`src/rtl/jtcontra_pcm_pkg.sv`:
```
// Shared definitions for the Konami PCM sample player: register map,
// control bit positions and fetch FSM states.
package jtcontra_pcm_pkg;

  localparam logic [2:0] REG_SEL  = 3'd0;
  localparam logic [2:0] REG_ST0  = 3'd1;
  localparam logic [2:0] REG_ST1  = 3'd2;
  localparam logic [2:0] REG_ST2  = 3'd3;
  localparam logic [2:0] REG_LEN0 = 3'd4;
  localparam logic [2:0] REG_LEN1 = 3'd5;
  localparam logic [2:0] REG_CTRL = 3'd6;

  localparam int unsigned CTRL_PLAY    = 0;
  localparam int unsigned CTRL_LOOP    = 1;
  localparam int unsigned CTRL_VOL_LSB = 4;

  typedef enum logic [2:0] {
    ST_IDLE,
    ST_REQ,
    ST_WAIT,
    ST_NEXT,
    ST_MIX
  } state_t;

endpackage

```
`src/rtl/jtcontra_pcm_ch.sv`:
```
// One PCM channel: CPU-visible registers, playback pointer/counter,
// end-of-sample and loop handling, and the held signed sample.
module jtcontra_pcm_ch
  import jtcontra_pcm_pkg::*;
#(
  parameter int AW = 17,
  parameter int LW = 16
) (
  input  logic              clk,
  input  logic              rst_n,
  input  logic              we,
  input  logic [2:0]        addr,
  input  logic [7:0]        din,
  input  logic              done,
  input  logic              clr,
  input  logic [7:0]        rom_data,
  output logic              busy,
  output logic [AW-1:0]     ptr,
  output logic signed [7:0] smp,
  output logic [3:0]        vol
);

  logic [AW-1:0]     start_q, start_d, ptr_q, ptr_d;
  logic [LW-1:0]     len_q, len_d, act_len_q, act_len_d, cnt_q, cnt_d, cnt_inc;
  logic              loop_q, loop_d, act_loop_q, act_loop_d, busy_q, busy_d;
  logic [3:0]        vol_q, vol_d;
  logic signed [7:0] smp_q, smp_d;

  always_comb begin
    start_d    = start_q;
    len_d      = len_q;
    loop_d     = loop_q;
    vol_d      = vol_q;
    ptr_d      = ptr_q;
    cnt_d      = cnt_q;
    busy_d     = busy_q;
    act_len_d  = act_len_q;
    act_loop_d = act_loop_q;
    smp_d      = smp_q;
    cnt_inc    = cnt_q + LW'(1);

    if (done) begin
      smp_d = rom_data ^ 8'h80;
      ptr_d = ptr_q + AW'(1);
      cnt_d = cnt_inc;
      if (cnt_inc == act_len_q) begin
        if (act_loop_q) begin
          // reload picks up any start/length/loop written since the trigger
          ptr_d      = start_q;
          cnt_d      = '0;
          act_len_d  = len_q;
          act_loop_d = loop_q;
          if (len_q == '0) busy_d = 1'b0;
        end else begin
          busy_d = 1'b0;
        end
      end
    end
    if (clr) smp_d = '0;

    if (we) begin
      case (addr)
        REG_ST0:  start_d[7:0]  = din;
        REG_ST1:  start_d[15:8] = din;
        REG_ST2:  start_d       = AW'({din, start_q[15:0]});
        REG_LEN0: len_d[7:0]    = din;
        REG_LEN1: len_d[15:8]   = din;
        REG_CTRL: begin
          loop_d = din[CTRL_LOOP];
          vol_d  = din[CTRL_VOL_LSB +: 4];
          ptr_d  = ptr_q;
          cnt_d  = cnt_q;
          busy_d = 1'b0;
          if (din[CTRL_PLAY]) begin
            ptr_d      = start_q;
            cnt_d      = '0;
            busy_d     = (len_q != '0);
            act_len_d  = len_q;
            act_loop_d = din[CTRL_LOOP];
          end
        end
        default: ;
      endcase
    end
  end

  always_ff @(posedge clk or negedge rst_n) begin
    if (!rst_n) begin
      start_q    <= '0;
      len_q      <= '0;
      loop_q     <= 1'b0;
      vol_q      <= '0;
      ptr_q      <= '0;
      cnt_q      <= '0;
      busy_q     <= 1'b0;
      act_len_q  <= '0;
      act_loop_q <= 1'b0;
      smp_q      <= '0;
    end else begin
      start_q    <= start_d;
      len_q      <= len_d;
      loop_q     <= loop_d;
      vol_q      <= vol_d;
      ptr_q      <= ptr_d;
      cnt_q      <= cnt_d;
      busy_q     <= busy_d;
      act_len_q  <= act_len_d;
      act_loop_q <= act_loop_d;
      smp_q      <= smp_d;
    end
  end

  assign busy = busy_q;
  assign ptr  = ptr_q;
  assign smp  = smp_q;
  assign vol  = vol_q;

endmodule

```
`src/rtl/jtcontra_pcm_player.sv`:
```
// Multi-channel 8-bit PCM player: Z80 bus decode, round-robin ROM fetch
// FSM and the volume-weighted mixer producing one sample per cen_smp.
module jtcontra_pcm_player
  import jtcontra_pcm_pkg::*;
#(
  parameter int CH = 2,
  parameter int AW = 17,
  parameter int LW = 16
) (
  input  logic                           clk,
  input  logic                           rst_n,
  input  logic                           cen_smp,
  input  logic                           cpu_cen,
  input  logic                           cs,
  input  logic                           wr_n,
  input  logic [2:0]                     addr,
  input  logic [7:0]                     din,
  output logic [7:0]                     dout,
  output logic [AW-1:0]                  rom_addr,
  output logic                           rom_cs,
  input  logic [7:0]                     rom_data,
  input  logic                           rom_ok,
  output logic signed [12+$clog2(CH)-1:0] snd,
  output logic                           sample
);

  localparam int SNDW = 12 + $clog2(CH);
  localparam logic [1:0] SEL_MASK = 2'((1 << $clog2(CH)) - 1);

  state_t                 state_q, state_d;
  logic [2:0]             k_q, k_d, j;
  logic [1:0]             sel_q, sel_d;
  logic                   rom_cs_q, rom_cs_d, sample_q, sample_d;
  logic                   overrun_q, overrun_d, found, wr_en, rd_en;
  logic [AW-1:0]          rom_addr_q, rom_addr_d, pick_addr;
  logic signed [SNDW-1:0] snd_q, snd_d, mix_sum;
  logic [7:0]             dout_q, dout_d;
  logic signed [12:0]     a13, v13, prod;
  logic [3:0]             busy4;

  logic [CH-1:0]     busy_w, ch_we, done_w, clr_w;
  logic [AW-1:0]     ptr_w [CH];
  logic signed [7:0] smp_w [CH];
  logic [3:0]        vol_w [CH];

  assign wr_en = cpu_cen & cs & ~wr_n;
  assign rd_en = cpu_cen & cs & wr_n;
  assign busy4 = 4'(busy_w);

  always_comb begin
    for (int unsigned i = 0; i < CH; i++)
      ch_we[i] = wr_en && (sel_q == 2'(i)) && (addr != REG_SEL) && (addr != 3'd7);
  end

  for (genvar g = 0; g < CH; g++) begin : g_ch
    jtcontra_pcm_ch #(.AW(AW), .LW(LW)) u_ch (
      .clk      (clk),
      .rst_n    (rst_n),
      .we       (ch_we[g]),
      .addr     (addr),
      .din      (din),
      .done     (done_w[g]),
      .clr      (clr_w[g]),
      .rom_data (rom_data),
      .busy     (busy_w[g]),
      .ptr      (ptr_w[g]),
      .smp      (smp_w[g]),
      .vol      (vol_w[g])
    );
  end

  always_comb begin
    state_d    = state_q;
    k_d        = k_q;
    sel_d      = sel_q;
    rom_cs_d   = rom_cs_q;
    rom_addr_d = rom_addr_q;
    snd_d      = snd_q;
    sample_d   = 1'b0;
    overrun_d  = overrun_q;
    dout_d     = dout_q;
    done_w     = '0;
    clr_w      = '0;
    found      = 1'b0;
    j          = '0;
    pick_addr  = '0;
    mix_sum    = '0;
    a13        = '0;
    v13        = '0;
    prod       = '0;

    // NEXT skips every idle channel in one cycle, so only busy ones cost time
    for (int unsigned i = 0; i < CH; i++) begin
      if (!found && 3'(i) >= k_q && busy_w[i]) begin
        found     = 1'b1;
        j         = 3'(i);
        pick_addr = ptr_w[i];
      end
    end
    // skipped channels are zeroed this cycle, so they are masked out of the sum
    for (int unsigned i = 0; i < CH; i++) begin
      a13     = (3'(i) < k_q) ? 13'(smp_w[i]) : '0;
      v13     = {9'd0, vol_w[i]};
      prod    = a13 * v13;
      mix_sum = mix_sum + SNDW'(prod);
    end

    if (wr_en && addr == REG_SEL) sel_d = din[1:0] & SEL_MASK;
    if (rd_en) begin
      dout_d    = {overrun_q, 3'b000, busy4};
      overrun_d = 1'b0;
    end
    if (cen_smp && state_q != ST_IDLE) overrun_d = 1'b1;

    case (state_q)
      ST_IDLE: if (cen_smp) begin
        k_d     = '0;
        state_d = ST_NEXT;
      end
      ST_NEXT: begin
        for (int unsigned i = 0; i < CH; i++)
          if (3'(i) >= k_q && (!found || 3'(i) < j)) clr_w[i] = 1'b1;
        if (found) begin
          k_d        = j;
          rom_cs_d   = 1'b1;
          rom_addr_d = pick_addr;
          state_d    = ST_REQ;
        end else begin
          snd_d    = mix_sum;
          sample_d = 1'b1;
          state_d  = ST_MIX;
        end
      end
      ST_REQ: state_d = ST_WAIT;
      ST_WAIT: if (rom_ok) begin
        for (int unsigned i = 0; i < CH; i++)
          if (3'(i) == k_q) done_w[i] = 1'b1;
        rom_cs_d = 1'b0;
        k_d      = k_q + 3'd1;
        state_d  = ST_NEXT;
      end
      ST_MIX: state_d = ST_IDLE;
      default: state_d = ST_IDLE;
    endcase
  end

  always_ff @(posedge clk or negedge rst_n) begin
    if (!rst_n) begin
      state_q    <= ST_IDLE;
      k_q        <= '0;
      sel_q      <= '0;
      rom_cs_q   <= 1'b0;
      rom_addr_q <= '0;
      snd_q      <= '0;
      sample_q   <= 1'b0;
      overrun_q  <= 1'b0;
      dout_q     <= '0;
    end else begin
      state_q    <= state_d;
      k_q        <= k_d;
      sel_q      <= sel_d;
      rom_cs_q   <= rom_cs_d;
      rom_addr_q <= rom_addr_d;
      snd_q      <= snd_d;
      sample_q   <= sample_d;
      overrun_q  <= overrun_d;
      dout_q     <= dout_d;
    end
  end

  assign rom_cs   = rom_cs_q;
  assign rom_addr = rom_addr_q;
  assign snd      = snd_q;
  assign sample   = sample_q;
  assign dout     = dout_q;

endmodule
```
`config.mk`:
```
export PLATFORM = sky130hd
export DESIGN_NAME = jtcontra_pcm_player
export DESIGN_NICKNAME = d
export VERILOG_FILES = /design/src/rtl/jtcontra_pcm_pkg.sv /design/src/rtl/jtcontra_pcm_ch.sv /design/src/rtl/jtcontra_pcm_player.sv
export SDC_FILE = /design/constraint.sdc
export NUM_CORES = 1
export LEC_CHECK = 0
export BUFFER_PORTS_ARGS = -buffer_cell sky130_fd_sc_hd__buf_4
export CORE_MARGIN = 10
export CORE_UTILIZATION = 60
export DETAILED_ROUTE_END_ITERATION = 10
export MAX_ROUTING_LAYER = met4
export PLACE_DENSITY = 0.87
export SLEW_MARGIN = 20
export SYNTH_ARGS = -nofsm -noshare
export SYNTH_HDL_FRONTEND = slang
export SYNTH_SLANG_ARGS = --single-unit
```
`constraint.sdc`:
```
create_clock -name clk -period 6.55 [get_ports clk]
set_input_delay 0.9825 -clock clk [delete_from_list [all_inputs] [get_ports clk]]
set_output_delay 0.9825 -clock clk [all_outputs]
set_load 0.03 [all_outputs]
```
# Word-level counts from Yosys, hierarchy flattened
# Index checks and enable logic that the tools add are counted.
op_classes:
  n_mux: 94
  bitwise_logic: 6
  n_addsub: 6
  mul: 2
  reduce_logical: 49
  eq_ne: 18
  order_cmp: 6
ops:
  columns: ["op", "count"]
  rows:
  - ["2-to-1 mux 16 bit", 23]
  - ["2-to-1 mux 17 bit", 14]
  - ["2-to-1 mux 1 bit", 39]
  - ["adder 17 x 1 -> 17 bit (second input constant)", 2]
  - ["adder 16 x 1 -> 16 bit (second input constant)", 2]
  - ["== test 16 bit", 2]
  - ["logical NOT 16 bit", 2]
  - ["2-to-1 mux 8 bit", 4]
  - ["nonzero test 16 bit", 2]
  - ["AND reduction 2 bit", 15]
  - ["multiplier 13 x 5 -> 13 bit", 2]
  - ["2-to-1 mux 13 bit", 2]
  - ["2-to-1 mux 3 bit", 6]
  - ["adder 13 bit", 1]
  - ["logical AND 1 bit", 13]
  - ["== test 3 x 2 -> 1 bit (second input constant)", 4]
  - ["less-than comparator 1 x 3 -> 1 bit (first input constant)", 4]
  - ["case mux 3 bit (4 select lines)", 1]
  - ["== test 3 bit (second input constant)", 3]
  - ["logical NOT 3 bit", 3]
  - ["inequality test 3 bit (second input constant)", 3]
  - ["case mux 3 bit (3 select lines)", 1]
  - ["nonzero test 3 bit", 3]
  - ["nonzero test 2 bit", 4]
  - ["14 further kinds", 26]
totals:
  ff_bits: 237
  output_inout_bits: 40
  in_bits: 26
  elab_cells: 216

# Logic depth before layout (Yosys ltp)
logic_depth:
  word_depth: 13
  mapped_depth: 23
  ltp_nobuf: 21

# Hierarchy
# Synthesis repeated with hierarchy kept, for this count alone.
unflattened:
  cells_unflattened: 1575
  area_unflattened_um2: 15294.7
modules_own_cells:
  columns: ["mod", "area_each_um2", "cells_per_inst", "n_inst", "seq_area_each_um2"]
  rows:
  - ["jtcontra_pcm_ch", 5358.9, 539, 2, 2427.3]
  - ["jtcontra_pcm_player", 4576.9, 497, 1, 1076.0]

# Worst setup path after synthesis
# OpenSTA, ideal clock, no wires.
synth_timing:
  path_type: "register to register"
  start: "reg k_q[2]"
  end: "reg snd_q[11], in the netlist snd[11]"
  path_buffers: 2
  t_required_ps: 6404
  path_stages_with_launch: 22
  slack_ps: 1050
  setup_ps: 146
  arrival_time_ps: 5354
  synth_period_minus_slack_ps: 5500
  path_cell_list: "dfrtp_1 or2_2 clkbuf_1 nor2_1 nor2b_1 clkbuf_1 nand2_1 fa_1 fa_1 fa_1 fa_1 inv_1 fa_1 ha_1 a21o_1 a21oi_1 o21bai_1 a21oi_1 o21bai_1 a31oi_1 mux2i_1 o311ai_0"
synth_via:
  elab_chain_cells: 9
  word_cells_on_any_way: 17
  cone_classes: "add/sub (1); mul (2); order compare (4); mux (4); bitwise (1); reduce/logical (5)"
synth_lines:
  columns: ["element", "line", "rtl"]
  rows:
  - ["start: declaration", "jtcontra_pcm_player.sv:31", "logic [2:0] k_q, k_d, j;"]
  - ["start signal: assignment", "jtcontra_pcm_player.sv:160", "k_q <= k_d;"]
  - ["parallel branches: the longest is 9 deep, another holds multiplier 13 x 5 -> 13 bit", null, null]
  - ["end signal: assignment", "jtcontra_pcm_player.sv:164", "snd_q <= snd_d;"]
  - ["end: declaration", "jtcontra_pcm_player.sv:36", "logic signed [SNDW-1:0] snd_q, snd_d, mix_sum;"]
# Several ways; the timed one is not identified.
# A chain may end at the register's enable or synchronous reset.

# Final worst setup path
layout_timing:
  start: "reg k_q[2]"
  end: "reg snd_q[12], in the netlist snd[12]"
# The elaborated chain is that of the path after synthesis.

==> impl_metrics.tcl <==
set metrics [dict create \
    cts-buffers-inserted 26 \
    grt_max_degree 134 \
    netlist_top_cells_area "sky130_fd_sc_hd__dfrtp_1 (40%), sky130_fd_sc_hd__fa_1 (7.0%), sky130_fd_sc_hd__mux2_2 (6.3%)" \
    detail_route.first_pass.iterations 7 \
    placed_cell_area_mm2 0.0154 \
    synth.cells.most_frequent "sky130_fd_sc_hd__dfrtp_1 (237), sky130_fd_sc_hd__nand2_1 (180), sky130_fd_sc_hd__inv_1 (98)" \
    worst-setup-path-type "register to register" \
    timing.critical_path.slowest_cell_delay_ns 0.56 \
    viasPerCell 6.41 \
    tritoncts_clock_tree "built" \
    total_congestion_overflow 0 \
    post-synth-top-count-cell "sky130_fd_sc_hd__dfrtp_1" \
    vias_in_the_first_global_route 11900 \
    syn-instance-count 1513 \
    setup_repair_after_global_routing_missed_its_margin "no" \
    clk_pin_slew_worst_paths_ns 0.06 \
    layout-drive-gt1-share 0.148 \
    synth.yosys.seq_area_share 0.401 \
    run_status "finished, final reports clean" \
    synth_top_area_frac 0.401 \
    r2r_setup_slack_ns 0.49 \
    synth-async-reset-ratio 1.00 \
    maxCapViolations 0 \
    power.ir.vdd_worst_mv 0.259 \
    cp-startpoint "k_q[2]" \
    timing.rr.start "k_q[2]" \
    timing.final.setup_violations 0 \
    period_needed_ns 6.06 \
    design_power_total_mw 4.88 \
    synthToLayoutAreaGrowth_pct 9.53 \
    routed_wirelength_um 37800 \
    core-area_mm2 0.0243 \
    grt_first_pass_wirelength_um 61700 \
    io_pins 66 \
    initial_core_util 0.608 \
    timing.critical_path.arrival_ns 6.47 \
    finClkSkew_ns 0.0172 \
    synth.yosys.warnings 0 \
    critPathCaptureType "register" \
    cts_hold_buffers 0 \
    ys_types 84 \
    final-hold-violation-count 0 \
    synth_flop_cell "sky130_fd_sc_hd__dfrtp_1" \
    diodes 0 \
    ff2ff_path_depth 19 \
    cpMaxStageDelayCell "sky130_fd_sc_hd__fa_1" \
    place_hpwl_um 26400 \
    cells_along_the_critical_path "or2_2 -> nor2_1 -> nor2b_2 -> nand2_1 -> fa_1 -> inv_1 -> fa_1 -> fa_1 -> fa_1 -> inv_1 -> fa_1 -> inv_1 -> ha_1 -> a21o_1 -> a31oi_1 -> o21ai_0 -> o41ai_1 -> xnor2_1 -> o21ai_0" \
    crit_path_max_fo 34 \
    finish.utilization 0.666 \
    hold_ws_ns 0.460 \
    track_usage 0.243 \
    rows 57 \
    routed-via-count 12000 \
    cts_num_sinks 237 \
    transition_time_at_the_pin_with_the_least_slew_margin_ns 1.09 \
    clkLatencyLatePin_ns 0.55 \
    hold_path_class "input port to async pin" \
    worst_path_most_repeated_cell "sky130_fd_sc_hd__fa_1" \
    place_congestion 0.978 \
    dr.first_iter.drc_count 1336 \
    yosys_register_bits 237 \
    finalSetupTns_ns 0 \
    drt-wirelength-per-cell_um 20.2 \
    drv_slew 0 \
    floorplan.die.height_um 177 \
    fmaxAchievable_ghz 0.165 \
    worst_setup_path_start_kind "register" \
    layout_worst_path_cycle_share 0.926 \
    synth_area_per_cell_um2 9.78 \
    worst_ep_required_time_ns 6.95 \
    layout.nets 1651 \
    post-route-cell-area_mm2 0.0162 \
    synth_area_mm2 0.0148 \
    drc_errors 0 \
    maxSlewHeadroom 0.268 \
    pwr_density_cell_mw_per_mm2 301 \
    ctsLongestPathBuffers 3 \
    critical_path_capture_point "snd[12]" \
    fillerInstances 1822 \
    initial_antenna_violation_count 0 \
    die-area_mm2 0.0313 \
    die_x_um 177 \
    timing.rr.end "snd[12]" \
    place.port_buffers 60 \
    synth_edf_count 0 \
    root_buffer "sky130_fd_sc_hd__clkbuf_16" \
    post-synth-top-area-cell "sky130_fd_sc_hd__dfrtp_1" \
    final_antenna_net_count 0 \
    ctsHtreeMaxLevel 1 \
    power.leakage_nw 7.71 \
]
==> worst max-delay path, delay by kind of cell, from the launching register on <==
family          cells  cell delay [ns]
flops               1             0.51
buf+inv             3             0.16
simple gates        4             1.08
xor+xnor            1             0.17
fa+ha+maj           6             2.97
compound gates      5             1.04
==> layout make-up <==
| class | instances | area (µm²) | area share |
|---|---|---|---|
| clock buffers | 32 | 703 | 0.0434 |
| clock inverters | 12 | 108 | 0.00664 |
| multi-input cells | 1091 | 8110 | 0.501 |
| inverters | 98 | 368 | 0.0227 |
| well taps | 324 | 405 | 0.0250 |
| repair buffers | 74 | 576 | 0.0355 |
| flip-flops and latches | 237 | 5930 | 0.366 |
==> report_power, final <==
group          switching (mW)  total (mW)  internal [mW]
registers               0.325        2.07           1.75
logic                   0.877        1.41          0.536
clock network           0.600        1.40          0.800
==> layout by cell type, fill, tap and decap left out, types with 7 or more instances in the layout <==
cell / Yosys / final
sky130_fd_sc_hd__nor4_1: 21 / 20
sky130_fd_sc_hd__a21oi_1: 70 / 70
sky130_fd_sc_hd__mux2_1: 20 / 20
sky130_fd_sc_hd__nor3_1: 18 / 16
sky130_fd_sc_hd__nand3_1: 62 / 62
sky130_fd_sc_hd__xnor2_1: 31 / 31
sky130_fd_sc_hd__and3_1: 50 / 50
sky130_fd_sc_hd__a31oi_1: 20 / 20
sky130_fd_sc_hd__a22oi_1: 30 / 30
sky130_fd_sc_hd__buf_4: 14 / 72
sky130_fd_sc_hd__o211ai_1: 11 / 11
sky130_fd_sc_hd__o311ai_0: 8 / 8
sky130_fd_sc_hd__nor2b_1: 19 / 16
sky130_fd_sc_hd__or3_1: 12 / 12
sky130_fd_sc_hd__fa_1: 52 / 52
sky130_fd_sc_hd__a221o_1: 12 / 12
sky130_fd_sc_hd__nand2_1: 180 / 180
sky130_fd_sc_hd__nand4_1: 15 / 15
sky130_fd_sc_hd__inv_1: 98 / 98
sky130_fd_sc_hd__and4_1: 9 / 9
sky130_fd_sc_hd__mux2i_1: 9 / 9
sky130_fd_sc_hd__clkbuf_16: 0 / 26
sky130_fd_sc_hd__and2_1: 20 / 20
sky130_fd_sc_hd__ha_1: 45 / 45
sky130_fd_sc_hd__o31ai_1: 11 / 11
sky130_fd_sc_hd__nand2b_1: 8 / 8
sky130_fd_sc_hd__dfrtp_1: 237 / 237
sky130_fd_sc_hd__o21ai_0: 53 / 53
sky130_fd_sc_hd__mux2_2: 83 / 83
sky130_fd_sc_hd__nor2_1: 70 / 69
sky130_fd_sc_hd__a211oi_1: 10 / 10
sky130_fd_sc_hd__xor2_1: 22 / 22
sky130_fd_sc_hd__a21o_1: 7 / 7
==> metrics by stage <==
stage	setup slack, ns	std cells
floorplan	1.05	1517
global placement	0.643	1824
detailed placement	0.443	1824
CTS	0.425	1868
global route	0.0826	1868
finish	0.488	1868
==> routing by layer <==
| layer | up-vias | global-route usage | part of all wire |
|---|---|---|---|
| met2 | 606 | 0.373 | 0.46 |
| met5 | - | - | 0 |
| met4 | 0 | 0.0701 | 0.029 |
| met1 | 5848 | 0.328 | 0.42 |
| li1 | 5424 | - | - |
| met3 | 92 | 0.0410 | 0.092 |
==> repair_timing <==
action | 4_1_cts | 5_1_grt
setup buffers | 0 | 0
setup endpoints to repair | 0 | 2
gates resized for setup | 0 | 3
==> registers in the layout, indices dropped and copies added, names as in the netlist, 2 cells and up <==
signal and cells:
g_ch.u_ch.ptr 34, g_ch.u_ch.start_q 34, g_ch.u_ch.act_len_q 32, g_ch.u_ch.cnt_q 32, g_ch.u_ch.len_q 32, rom_addr 17, g_ch.u_ch.smp 16, snd 13
g_ch.u_ch.vol 8, dout 3, k_q 3, state_q 3, g_ch.u_ch.act_loop_q 2, g_ch.u_ch.busy 2, g_ch.u_ch.loop_q 2
==> worst min path at each step <==
stage                     startpoint         to  slack [ns]  cells past startpoint
after floorplan            overrun_q  overrun_q        0.43                      2
after global placement     overrun_q  overrun_q        0.46                      2
after detailed placement   overrun_q  overrun_q        0.46                      2
after CTS                  overrun_q  overrun_q        0.48                      2
after global routing          snd[3]     snd[3]        0.51                      2
final                          rst_n    snd[10]        0.46                      1
==> kinds of logic after synthesis <==
logic type | count (synthesis) | share of synthesized area
and+or+nand+nor | 519 | 0.179
AOI/OAI and AO/OA | 304 | 0.140
DFF | 237 | 0.401
buffers and inverters | 189 | 0.0539
muxes | 112 | 0.0845
adders and majority gates | 97 | 0.108
xor gates and xnor gates | 54 | 0.0329
other | 1 | 0.000253
Power figures use the tool's default switching activity.
